File: config.mk
export PLATFORM = sky130hd
export DESIGN_NAME = freq_gate_ctrl
export DESIGN_NICKNAME = d
export VERILOG_FILES = /design/src/rtl/freq_meter_pkg.sv /design/src/rtl/freq_gate_timer.sv /design/src/rtl/freq_gate_ctrl.sv
export SDC_FILE = /design/constraint.sdc
export NUM_CORES = 1
export LEC_CHECK = 0
export CORE_MARGIN = 4
export CORE_UTILIZATION = 50
export CTS_CLUSTER_DIAMETER = 50
export CTS_CLUSTER_SIZE = 14
export DETAILED_ROUTE_END_ITERATION = 8
export DONT_BUFFER_PORTS = 1
export GPL_TIMING_DRIVEN = 1
export PLACE_DENSITY = 0.75
export SKIP_CTS_REPAIR_TIMING = 1
export SLEW_MARGIN = 40
export SYNTH_ARGS = -nofsm -noshare
export SYNTH_HDL_FRONTEND = slang
export SYNTH_SLANG_ARGS = --single-unit
File: constraint.sdc
create_clock -name clk -period 4.6 [get_ports clk]
set_clock_uncertainty 0.05 [all_clocks]
set_input_delay 0.92 -clock clk [delete_from_list [all_inputs] [get_ports clk]]
set_output_delay 0.92 -clock clk [all_outputs]
set_load 0.02 [all_outputs]
File: src/rtl/freq_meter_pkg.sv
// Shared types and defaults for the frequency-meter datapath
// (edge detector, gate controller, divider, display formatter).
package freq_meter_pkg;

    localparam int unsigned CNT_W_DEFAULT = 32;

    typedef enum logic [1:0] {IDLE, ARM, GATE, HOLD} gate_state_t;

endpackage

File: src/rtl/freq_gate_timer.sv
// Cycle counter with clear/enable; compares the next count against the
// gate length and the abort limit. Serves both the ARM wait and the GATE count.
module freq_gate_timer
    import freq_meter_pkg::*;
#(
    parameter int unsigned CNT_W          = CNT_W_DEFAULT,
    parameter int unsigned GATE_CYCLES    = 50_000_000,
    parameter int unsigned TIMEOUT_CYCLES = 100_000_000
) (
    input  logic             clk,
    input  logic             rst,
    input  logic             clr,
    input  logic             en,
    output logic [CNT_W-1:0] cnt_next,
    output logic             gate_hit,
    output logic             timeout_hit
);

    localparam logic [CNT_W-1:0] GateLim    = CNT_W'(GATE_CYCLES);
    localparam logic [CNT_W-1:0] TimeoutLim = CNT_W'(TIMEOUT_CYCLES);

    logic [CNT_W-1:0] cnt_q;

    // Compares look at the value this cycle would produce, so a limit is
    // acted on in the same cycle the count reaches it.
    always_comb begin
        cnt_next    = cnt_q + CNT_W'(1);
        gate_hit    = (cnt_next >= GateLim);
        timeout_hit = (cnt_next == TimeoutLim);
    end

    always_ff @(posedge clk) begin
        if (rst || clr) begin
            cnt_q <= '0;
        end else if (en) begin
            cnt_q <= cnt_next;
        end
    end

endmodule

File: src/rtl/freq_gate_ctrl.sv
// Reciprocal-count measurement window: arm, open on a signal edge, count
// signal edges and reference clocks, close on an edge, hand off the result.
module freq_gate_ctrl
    import freq_meter_pkg::*;
#(
    parameter int unsigned CNT_W          = CNT_W_DEFAULT,
    parameter int unsigned GATE_CYCLES    = 50_000_000,
    parameter int unsigned TIMEOUT_CYCLES = 100_000_000
) (
    input  logic             clk,
    input  logic             rst,
    input  logic             start,
    input  logic             cont_mode,
    input  logic             sig_edge,
    output logic             busy,
    output logic             gate_open,
    output logic [CNT_W-1:0] sig_cnt,
    output logic [CNT_W-1:0] ref_cnt,
    output logic             timeout,
    output logic             res_valid,
    input  logic             res_ready
);

    gate_state_t      state_q, state_d;
    logic [CNT_W-1:0] s_q, s_d;
    logic             tmr_clr, tmr_en;
    logic [CNT_W-1:0] r_next;
    logic             gate_hit, timeout_hit;
    logic             latch;
    logic [CNT_W-1:0] lat_s, lat_r;
    logic             lat_to;

    freq_gate_timer #(
        .CNT_W         (CNT_W),
        .GATE_CYCLES   (GATE_CYCLES),
        .TIMEOUT_CYCLES(TIMEOUT_CYCLES)
    ) u_timer (
        .clk        (clk),
        .rst        (rst),
        .clr        (tmr_clr),
        .en         (tmr_en),
        .cnt_next   (r_next),
        .gate_hit   (gate_hit),
        .timeout_hit(timeout_hit)
    );

    always_comb begin
        state_d = state_q;
        s_d     = s_q;
        tmr_clr = 1'b1;
        tmr_en  = 1'b0;
        latch   = 1'b0;
        lat_s   = '0;
        lat_r   = '0;
        lat_to  = 1'b0;
        unique case (state_q)
            IDLE: begin
                if (start) state_d = ARM;
            end
            ARM: begin
                tmr_clr = 1'b0;
                tmr_en  = 1'b1;
                if (sig_edge) begin
                    state_d = GATE;
                    tmr_clr = 1'b1;
                    s_d     = '0;
                end else if (timeout_hit) begin
                    state_d = HOLD;
                    latch   = 1'b1;
                    lat_to  = 1'b1;
                end
            end
            GATE: begin
                tmr_clr = 1'b0;
                tmr_en  = 1'b1;
                s_d     = s_q + CNT_W'(sig_edge);
                // A closing edge takes priority over the abort limit.
                if (sig_edge && gate_hit) begin
                    state_d = HOLD;
                    latch   = 1'b1;
                    lat_s   = s_d;
                    lat_r   = r_next;
                end else if (timeout_hit) begin
                    state_d = HOLD;
                    latch   = 1'b1;
                    lat_s   = s_d;
                    lat_r   = r_next;
                    lat_to  = 1'b1;
                end
            end
            HOLD: begin
                if (res_ready) state_d = cont_mode ? ARM : IDLE;
            end
            default: state_d = IDLE;
        endcase
    end

    // Status outputs are registered from the next state so they line up
    // with the state they describe.
    always_ff @(posedge clk) begin
        if (rst) begin
            state_q   <= IDLE;
            s_q       <= '0;
            busy      <= 1'b0;
            gate_open <= 1'b0;
            res_valid <= 1'b0;
            sig_cnt   <= '0;
            ref_cnt   <= '0;
            timeout   <= 1'b0;
        end else begin
            state_q   <= state_d;
            s_q       <= s_d;
            busy      <= (state_d != IDLE);
            gate_open <= (state_d == GATE);
            res_valid <= (state_d == HOLD);
            if (latch) begin
                sig_cnt <= lat_s;
                ref_cnt <= lat_r;
                timeout <= lat_to;
            end
        end
    end

endmodule
==> run summary <==
CP startpoint kind = register
final setup margin = 0.3158 ns
sequential share of power = 0.435
Core ar. = 14,530 µm²
minimum clock period = 4.284 ns
Tot GR Track Use = 0.2315
top post-synthesis cells by area = dfxtp_1 (36%), nand3b_1 (6.5%), nor2_1 (5.4%), o22ai_2 (5.1%), xnor2_1 (5.0%)
Core Util, Final = 0.5540
distinct cell type count after synthesis = 62
nets = 872
routed len/inst = 18.04 µm
register area share after synthesis = 0.3612
I/O pin count = 74
largest net degree at the start of global routing = 104
pre-CTS setup slack = 0.3822 ns
Synth Register Bits = 134
Vias = 6,422
top-area cell type share of the netlist area = 0.3612
Synth Area per Inst = 8.214 µm²
Worst Tran Pin Value = 0.7647 ns
Worst EP required = 4.83 ns
Final Slew Violations = 0
layout cell share with drive strength beyond 1 = 0.1056
Crit Path Max Fanout = 29
setup TNS = 0 ns
CTS tree = done
post-DP HPWL = 12.92 mm
clock buffer depth = 2
DIE AREA = 16,860 µm²
vias per inst = 6.087
Synth Warn # = 0
Starting Density = 0.5109
LEAKAGE = 0.002494 µW
drt first pass iters = 5
Async S/R FF share, synth = 0
H-tree levels = 4
crit end category = register
CTS buffer count = 17
power share of the combinational group = 0.069
area of the mapped netlist = 7426 µm²
commonest non-fill, non-tap cell in the layout = dfxtp_1
synthesized instance count = 904
clock-pin slew on the worst setup and hold paths = 0.06 ns
first-pass GRT wire length = 31.44 mm
clk_lat worst skew = 0.42 ns
Net Switching = 671.7 µW
final setup vio count = 0
MaxCap Viol Count = 0
Slew headroom = 0.4902
routability cong. = 0.9930
internal power = 2042 µW
Antenna Nets Post-Route = 0
DRC = 0
kind of critical path = register to register
status = completed
EDFF count, synth = 0
FMAX = 233.4 MHz
RSZ-0062 raised after global routing = no
root buf cell = clkbuf_16
switch share = 0.2476
hold crit path type = register to register
peak supply drop = 0.0002506 V
Pwr per Cell Area = 337.0 nW/µm²
most frequent cells in the layout = dfxtp_1 (134), nor2_1 (107), nand2_1 (79)
Worst EP arrival = 4.51 ns
vias in the first global route = 5,809
area growth from synthesis to layout = 8.425%
initial antenna violation count = 0
final wirelength = 19.03 mm
slack of the worst reg-to-reg path = 0.32 ns
Ant. Diodes = 0
Period Utilization, post-route = 0.9313
post-synth net total = 918
Detailed Route Iter0 Violations = 743
port bufs = 0
Hold Vio Cnt, Final = 0
die width = 129.9 µm
die span in y = 129.9 µm
grt total ovfl = 0
clock network power share = 0.497
area leader, netlist = dfxtp_1
main flop type after synthesis = dfxtp_1
# rows = 44
Clock Sinks = 134
-- critical path, cell delays in order, from the launching register on --
cell and delay [ns]:
dfxtp_1 0.52, ha_1 0.39, nand4_1 0.18, or4_4 0.61, o31a_1 0.34, nor4_2 0.33
o2111ai_1 0.19, a221oi_2 0.34, nor2_1 0.18, o21ai_4 0.61, buf_12 0.29, o22ai_1 0.11
-- final timing paths --
check	cells past startpoint	endpoint	startpoint
setup / recovery	11	ref_cnt[29]$_SDFFE_PP0P_	u_timer.cnt_q[0]$_SDFFE_PP0P_
hold / removal	2	s_q[0]$_SDFFE_PP0P_	s_q[0]$_SDFFE_PP0P_
setup reg to reg	11	ref_cnt[29]$_SDFFE_PP0P_	u_timer.cnt_q[0]$_SDFFE_PP0P_
hold reg to reg	2	s_q[0]$_SDFFE_PP0P_	s_q[0]$_SDFFE_PP0P_
-- sequential cells by signal, summed over array words and instances (netlist names) --
name	flops
ref_cnt	32
s_q	32
sig_cnt	32
u_timer.cnt_q	32
state_q	2
busy	1
gate_open	1
res_valid	1
timeout	1
-- per-layer routing --
layer  up-vias  global-route usage  share of wire
met5         -                   0              0
li1       3152                   -              -
met2       223              0.3561           0.46
met3        34             0.05444          0.069
met1      3013              0.3262           0.45
met4         0             0.06479          0.017
-- kinds of logic after synthesis --
group / count (synthesis) / share of synthesized area
AO/OA/AOI/OAI: 162 / 0.1626
XOR/XNOR: 80 / 0.09436
adder cells (fa/ha/maj): 8 / 0.01348
buffers and inverters: 95 / 0.05661
flip-flops: 134 / 0.3612
multiplexers: 2 / 0.002696
AND/OR/NAND/NOR: 423 / 0.3090
-- power groups by stage --
stage	logic (µW)	clock network, µW	registers (µW)
after floorplan	146	0	1200
after global placement	185	0	1200
after CTS	186	1370	1180
final	187	1350	1180
after detailed placement	185	0	1200
after global routing	210	1420	1180
-- per-stage QoR --
step / instances / power (µW) / instance area [µm²] / hold WS (ns)
6_report: 1055 / 2713 / 8051 / 0.4152
5_1_grt: 1055 / 2813 / 8051 / 0.4549
4_1_cts: 1055 / 2738 / 8051 / 0.4104
3_5_place_dp: 1023 / 1389 / 7460 / 0.4017
3_3_place_gp: 1023 / 1389 / 7460 / 0.3858
2_1_floorplan: 904 / 1348 / 7426 / 0.3856
-- synth_stat cells, drive strengths merged (3+ instances only) --
master and number:
dfxtp 134, nor4 20, a211oi 5, and2 11
or4 9, or3 5, and4 13, o211ai 3
nand4b 4, clkbuf 57, a22oi 4, a31oi 3
nand2b 10, xnor2 42, nand3 38, nor2b 6
nor3 18, o22ai 64, nand4 25, xor2 38
nand2 80, inv 11, nand3b 64, o21ai 22
a21oi 38, and3 6, ha 8, o31a 5
nor2 107, buf 25
-- cell type report --
| cell class | instances | area, µm² |
|---|---|---|
| clock buffer | 19 | 442.9 |
| fill | 1344 | 6482 |
| tap | 184 | 230.2 |
| inverter | 13 | 48.80 |
| multi-input combinational | 675 | 4345 |
| timing repair buffer | 17 | 152.6 |
| sequential | 134 | 2683 |
| clock inverter | 13 | 148.9 |
Power figures use the tool's default switching activity.
